### config.mk
export PLATFORM = sky130hd
export DESIGN_NAME = ff_delay_line_flat
export DESIGN_NICKNAME = d
export VERILOG_FILES = /design/src/rtl/ff_delay_line_pkg.sv /design/src/rtl/ff_delay_line_if.sv /design/src/rtl/ff_delay_line_word.sv /design/src/rtl/ff_delay_line.sv /design/src/flat_wrapper.sv
export SDC_FILE = /design/constraint.sdc
export NUM_CORES = 1
export LEC_CHECK = 0
export ABC_AREA = 1
export BUFFER_PORTS_ARGS = -buffer_cell sky130_fd_sc_hd__buf_2
export CORE_MARGIN = 4
export CORE_UTILIZATION = 51
export CTS_CLUSTER_SIZE = 8
export DETAILED_ROUTE_END_ITERATION = 10
export PLACE_DENSITY = 0.85
export SYNTH_ARGS = -nofsm -noshare
export SYNTH_HDL_FRONTEND = slang
export SYNTH_SLANG_ARGS = --single-unit
### constraint.sdc
create_clock -name Clock -period 1.4 [get_ports Clock]
set_clock_uncertainty 0.2 [all_clocks]
set_input_delay 0.14 -clock Clock [delete_from_list [all_inputs] [get_ports Clock]]
set_output_delay 0.14 -clock Clock [all_outputs]
set_load 0.01 [all_outputs]
### src/rtl/ff_delay_line_pkg.sv
// Shared types and helpers for the ff_delay_line word delay line.
// Mode encoding and tap-select width calculation.
package ff_pkg;

  typedef enum logic [1:0] {
    FF_HOLD  = 2'b00,
    FF_SHIFT = 2'b01,
    FF_SSET  = 2'b10,
    FF_SCLR  = 2'b11
  } ff_mode_e;

  function automatic int ff_tw(input int depth);
    int w;
    w = $clog2(depth);
    return (w < 1) ? 1 : w;
  endfunction

endpackage

### src/rtl/ff_delay_line_if.sv
// Control/data bundle between a user and the ff_delay_line.
// The user side is master; the delay line is slave.
interface ff_delay_line_if #(
  parameter int WIDTH = 8,
  parameter int DEPTH = 4
);
  import ff_pkg::*;

  localparam int TW = ff_tw(DEPTH);
  localparam int FW = $clog2(DEPTH + 1);

  logic             En;
  ff_mode_e         Mode;
  logic [WIDTH-1:0] D;
  logic [TW-1:0]    TapSel;
  logic [WIDTH-1:0] Q;
  logic             QValid;
  logic [WIDTH-1:0] Tap;
  logic             TapValid;
  logic [FW-1:0]    Fill;
  logic             Full;

  modport master (
    output En, Mode, D, TapSel,
    input  Q, QValid, Tap, TapValid, Fill, Full
  );

  modport slave (
    input  En, Mode, D, TapSel,
    output Q, QValid, Tap, TapValid, Fill, Full
  );

endinterface

### src/rtl/ff_delay_line_word.sv
// One delay-line stage: a word register plus its valid flag.
// Clear wins over set, set wins over load, all gated by enable.
module ff_word #(
  parameter int               WIDTH     = 8,
  parameter logic [WIDTH-1:0] SET_VALUE = '1
) (
  input  logic             clk_i,
  input  logic             rst_ni,
  input  logic             en_i,
  input  logic             sset_i,
  input  logic             sclr_i,
  input  logic             load_i,
  input  logic [WIDTH-1:0] d_i,
  input  logic             valid_i,
  output logic [WIDTH-1:0] q_o,
  output logic             valid_o
);

  logic [WIDTH-1:0] word_q, word_d;
  logic             valid_q, valid_d;

  always_comb begin
    word_d  = word_q;
    valid_d = valid_q;
    if (en_i) begin
      unique case (1'b1)
        sclr_i: begin
          word_d  = '0;
          valid_d = 1'b0;
        end
        sset_i: begin
          word_d  = SET_VALUE;
          valid_d = 1'b1;
        end
        load_i: begin
          word_d  = d_i;
          valid_d = valid_i;
        end
        default: ;
      endcase
    end
  end

  always_ff @(posedge clk_i) begin
    if (!rst_ni) begin
      word_q  <= '0;
      valid_q <= 1'b0;
    end else begin
      word_q  <= word_d;
      valid_q <= valid_d;
    end
  end

  assign q_o     = word_q;
  assign valid_o = valid_q;

endmodule

### src/rtl/ff_delay_line.sv
// WIDTH x DEPTH word delay line with valid tracking,
// a saturating fill counter and a combinational tap read-out.
module ff_delay_line
  import ff_pkg::*;
#(
  parameter int               WIDTH     = 8,
  parameter int               DEPTH     = 4,
  parameter logic [WIDTH-1:0] SET_VALUE = '1
) (
  input  logic           Clock,
  input  logic           Resetn,
  ff_delay_line_if.slave bus
);

  localparam int            FW       = $clog2(DEPTH + 1);
  localparam logic [FW-1:0] FULL_CNT = FW'(DEPTH);

  logic [WIDTH-1:0] word_w [DEPTH];
  logic             vld_w  [DEPTH];
  logic             sset, sclr, load;
  logic [FW-1:0]    fill_q, fill_d;
  logic [WIDTH-1:0] tap;
  logic             tap_v;

  always_comb begin
    sset = 1'b0;
    sclr = 1'b0;
    load = 1'b0;
    unique case (bus.Mode)
      FF_SHIFT: load = 1'b1;
      FF_SSET:  sset = 1'b1;
      FF_SCLR:  sclr = 1'b1;
      default:  ;
    endcase
  end

  for (genvar k = 0; k < DEPTH; k++) begin : g_stage
    logic [WIDTH-1:0] din;
    logic             vin;
    if (k == 0) begin : g_head
      assign din = bus.D;
      assign vin = 1'b1;
    end else begin : g_body
      assign din = word_w[k-1];
      assign vin = vld_w[k-1];
    end
    ff_word #(
      .WIDTH     (WIDTH),
      .SET_VALUE (SET_VALUE)
    ) u_word (
      .clk_i   (Clock),
      .rst_ni  (Resetn),
      .en_i    (bus.En),
      .sset_i  (sset),
      .sclr_i  (sclr),
      .load_i  (load),
      .d_i     (din),
      .valid_i (vin),
      .q_o     (word_w[k]),
      .valid_o (vld_w[k])
    );
  end

  // Fill tracks popcount(valid) without summing the valid bits
  always_comb begin
    fill_d = fill_q;
    if (bus.En) begin
      unique case (bus.Mode)
        FF_SHIFT: begin
          if (fill_q != FULL_CNT) fill_d = fill_q + FW'(1);
        end
        FF_SSET: fill_d = FULL_CNT;
        FF_SCLR: fill_d = '0;
        default: ;
      endcase
    end
  end

  always_ff @(posedge Clock) begin
    if (!Resetn) fill_q <= '0;
    else         fill_q <= fill_d;
  end

  always_comb begin
    tap   = '0;
    tap_v = 1'b0;
    for (int k = 0; k < DEPTH; k++) begin
      if (int'(bus.TapSel) == k) begin
        tap   = word_w[k];
        tap_v = vld_w[k];
      end
    end
  end

  assign bus.Q        = word_w[DEPTH-1];
  assign bus.QValid   = vld_w[DEPTH-1];
  assign bus.Tap      = tap;
  assign bus.TapValid = tap_v;
  assign bus.Fill     = fill_q;
  assign bus.Full     = (fill_q == FULL_CNT);

endmodule

### src/flat_wrapper.sv
// flat-port wrapper written by rule: the top's interface ports become plain ports
module ff_delay_line_flat import ff_pkg::*;
#(
  parameter int               WIDTH     = 8,
  parameter int               DEPTH     = 4,
  parameter logic [WIDTH-1:0] SET_VALUE = '1
)
  (Clock, Resetn, bus_En, bus_Mode, bus_D, bus_TapSel, bus_Q, bus_QValid, bus_Tap, bus_TapValid, bus_Fill, bus_Full);
  ff_delay_line_if #(.WIDTH(WIDTH), .DEPTH(DEPTH)) bus_i ();
  input  logic Clock;
  input  logic Resetn;
  input wire logic [$bits(bus_i.En)-1:0] bus_En;
  input wire logic [$bits(bus_i.Mode)-1:0] bus_Mode;
  input wire logic [$bits(bus_i.D)-1:0] bus_D;
  input wire logic [$bits(bus_i.TapSel)-1:0] bus_TapSel;
  output wire logic [$bits(bus_i.Q)-1:0] bus_Q;
  output wire logic [$bits(bus_i.QValid)-1:0] bus_QValid;
  output wire logic [$bits(bus_i.Tap)-1:0] bus_Tap;
  output wire logic [$bits(bus_i.TapValid)-1:0] bus_TapValid;
  output wire logic [$bits(bus_i.Fill)-1:0] bus_Fill;
  output wire logic [$bits(bus_i.Full)-1:0] bus_Full;
  assign bus_i.En = bus_En;
  assign bus_i.Mode = bus_Mode;
  assign bus_i.D = bus_D;
  assign bus_i.TapSel = bus_TapSel;
  assign bus_Q = bus_i.Q;
  assign bus_QValid = bus_i.QValid;
  assign bus_Tap = bus_i.Tap;
  assign bus_TapValid = bus_i.TapValid;
  assign bus_Fill = bus_i.Fill;
  assign bus_Full = bus_i.Full;
  ff_delay_line #(.WIDTH(WIDTH), .DEPTH(DEPTH), .SET_VALUE(SET_VALUE)) u_core (.Clock(Clock), .Resetn(Resetn), .bus(bus_i));
endmodule
==> results.yml <==
global_routing:
  initial_antenna_violation_count: 0
  globalRouteOverflowTotal: 0
  first_pass_grt_wire_length_um: 8880
  gr-usage-all-layers_pct: 21.5
  grt_pass1_vias: 1966
  pin_count_of_the_biggest_net_entering_global_routing: 37
timing:
  timing.final.crit_share_pct: 100
  grt_setup_unrepaired: "yes"
  post-route-min-period_ps: 1400
  worst_pin_slew_ps: 337
  setup_violations: 1
  finalMaxSlewViolations: 0
  final_critical_path_setup_slack_ps: -4.04
  final-hold-violation-count: 0
  timing.max_slew.rel_slack_pct: 77.5
  achievable-frequency_mhz: 712
pwr:
  max-vdd-ir-drop_uv: 715
  pwr_density_cell_nw_per_um2: 974
  static-leakage-power_nw: 1.21
  finalPower_mw: 2.61
place:
  io_buffers: 36
  placed_cell_area_um2: 2340
  dpl.hpwl_um: 3290
  gp_congestion: 0.782
  place_inst: 400
synth:
  yosys_reg_bits: 39
  synthAdderAreaFrac_pct: 3.65
  mean_post_synth_cell_area_um2: 6.46
  largest_family_of_logic_cells_by_synthesized_area: "simple AND/OR/NAND/NOR gates"
  synth_seq_area_share_pct: 38.0
  yosys.area_share.simple_pct: 34.1
  synth-compound-area-share_pct: 14.8
  ys_types: 21
  number_of_warnings_reported_in_the_yosys_synthesis_log: 0
  synth.area.mux_share_pct: 0
  mappedNetlistArea_um2: 2060
  synth_fp_nets: 339
  synth_cells: 318
  synth_xor_area_share_pct: 0
drt:
  met2RoutedLength_um: 2710
  route.detailed.drc: 0
  avgRoutedWirePerCell_um: 13.1
  dr_total_vias: 2226
  routed.top_layer: "met4"
  vias_per_cell: 5.31
  met1_length_um: 2220
  ant_nets: 0
  first_pass_iters: 5
  met3_wirelength_um: 430
  detail_route.iter0.violations: 253
  detail_route.wirelength_um: 5490
die:
  start_util_pct: 54.5
  core_area_um2: 3770
  boundaryPins: 37
  die_y_um: 71.5
  core.rowCount: 22
  dieArea_um2: 5110
  dieWidth_um: 71.5
hold_path:
  worst_hold_path_type: "in -> reg"
final_layout:
  area_growth_syn_to_layout_pct: 30.5
  drive_above_1_share_pct: 28.3
  post_layout_nonfiller_instances: 419
  layout.filler_cells: 325
  design_area_um2: 2680
  nets: 391
  antenna-diode-count: 0
run:
  maxCapViolations: 0
outcome:
  failed_checks: "negative setup slack"
  outcome: "finished, violations left"
setup_path:
  worstPathMaxFanout: 2
  cp_data_arrival_time_ps: 1060
  timing.reg2reg.setup_slack_ps: 110
  critPathMaxStageDelay_ps: 340
  cp-end-kind: "output pin"
  critPathKind: "reg -> out"
  cp_data_required_time_ps: 1060
  critical_path.most_common_cell: "sky130_fd_sc_hd__inv_2"
  critical_path.cell_chain: "inv_2 > ha_4 > nand2_2 > inv_2 > buf_6"
  critical_path.slowest_cell: "sky130_fd_sc_hd__dfxtp_2"
  startpoint_type: "register"
clocking:
  tritoncts: "done"
  clock_sinks: 39
  ctsRootBufferMaster: "sky130_fd_sc_hd__clkbuf_8"
  tritoncts.num_buffers: 5
  worst_skew_pair.late_latency_ps: 300
  clock_path_buffers: 2
  clk_pin_slew_ps: 80
  cts.htree.levels: 2
synthesized netlist by cell type:
cell / instances / share of area, %
sky130_fd_sc_hd__a21oi_1: 36 / 8.8
sky130_fd_sc_hd__buf_1: 1 / 0.18
sky130_fd_sc_hd__buf_2: 4 / 0.97
sky130_fd_sc_hd__buf_4: 5 / 1.8
sky130_fd_sc_hd__buf_6: 3 / 1.6
sky130_fd_sc_hd__clkbuf_1: 2 / 0.37
sky130_fd_sc_hd__clkinv_1: 1 / 0.18
sky130_fd_sc_hd__clkinv_4: 1 / 0.43
sky130_fd_sc_hd__dfxtp_1: 39 / 38
sky130_fd_sc_hd__ha_1: 6 / 3.7
sky130_fd_sc_hd__inv_1: 18 / 3.3
sky130_fd_sc_hd__inv_2: 3 / 0.55
sky130_fd_sc_hd__nand2_1: 166 / 30
sky130_fd_sc_hd__nand2_2: 1 / 0.30
sky130_fd_sc_hd__nand3_1: 1 / 0.24
sky130_fd_sc_hd__nand3_2: 2 / 0.97
sky130_fd_sc_hd__nor2_1: 9 / 1.6
sky130_fd_sc_hd__nor2_2: 1 / 0.30
sky130_fd_sc_hd__nor3b_1: 1 / 0.37
sky130_fd_sc_hd__o2111ai_1: 9 / 3.8
sky130_fd_sc_hd__o21ai_0: 9 / 2.2
critical path: cells and delay by family (launching register included):
family,cells,cell delay (ps)
adder cells (fa/ha/maj),1,160
buffers and inverters,3,200
flip-flops,1,340
AND/OR/NAND/NOR,1,70
area by class of cell:
type	count	area, um^2	area share [%]
Tap cell	48	60.1	2.24
Inverter	23	95.1	3.54
Timing Repair Buffer	60	437	16.3
Multi-Input combinational cell	241	1170	43.8
Sequential cell	39	798	29.8
Clock inverter	2	35.0	1.31
Clock buffer	6	82.6	3.08
metrics by stage:
step | util [%] | setup slack, ps | hold slack (ps) | TNS, ps
after CTS | 69.4 | -7.08 | 17.1 | -7.08
after floorplan | - | 64.8 | 60.4 | 0
after global routing | 71.1 | -51.7 | 41.0 | -83.5
after global placement | 62.1 | -68.6 | 206 | -915
final | 71.1 | -4.04 | 13.4 | -4.04
after detailed placement | 62.1 | -89.5 | 211 | -2460
cell families (layout without fill, tap and decap cells):
family	count (synthesis)	count (layout)
fa+ha+maj	6	6
flops	39	39
compound gates	54	54
simple gates	181	181
buf+inv	38	91
what timing repair did:
item / in CTS / in global routing
buffers inserted: 2 / 2
resized for setup: 17 / 23
setup endpoints to repair: 6 / 12
hold buffers: 8 / 0
pin swaps: 2 / 9
endpoints found under the hold margin: 10 / 0
placed cells by master (no fill, tap or decap), drive strengths merged:
| master | count |
|---|---|
| nand3 | 3 |
| a21oi | 36 |
| dlygate4sd3 | 8 |
| ha | 6 |
| nand2 | 167 |
| o21ai | 9 |
| clkinvlp | 1 |
| clkbuf | 6 |
| clkinv | 2 |
| bufinv | 1 |
| buf | 52 |
| dfxtp | 39 |
| inv | 21 |
| nor2 | 10 |
| o2111ai | 9 |
| nor3b | 1 |
where the power goes:
group / internal (mW) / switching [mW] / leakage [nW]
logic: 0.180 / 0.257 / 0.829
clock network: 0.577 / 0.413 / 0.0612
registers: 1.15 / 0.0333 / 0.323
total: 1.91 / 0.703 / 1.21
final timing paths:
path	start	cells after the start	endpoint
setup reg to reg	u_core.bus.Fill[0]$_SDFFE_PN0P_	9	u_core.bus.Fill[2]$_SDFFE_PN0P_
hold reg to reg	u_core.g_stage[1].u_word.valid_o$_SDFFE_PN0P_	2	u_core.g_stage[1].u_word.valid_o$_SDFFE_PN0P_
hold / removal	bus_D[0]	5	u_core.g_stage[0].u_word.q_o[0]$_SDFFE_PN0P_
setup / recovery	u_core.bus.Fill[1]$_SDFFE_PN0P_	5	bus_Full
routing by layer:
metal	track usage (%)	vias up
met5	0	-
met3	5.33	13
met4	8.14	0
li1	-	1103
met1	26.6	1004
met2	36.0	106
registers in the layout (all words and copies together), names as in the netlist:
register	count
u_core.g_stage.u_word.q_o	32
u_core.g_stage.u_word.valid_o	4
u_core.bus.Fill	3
(Power assumes the default switching activity.)
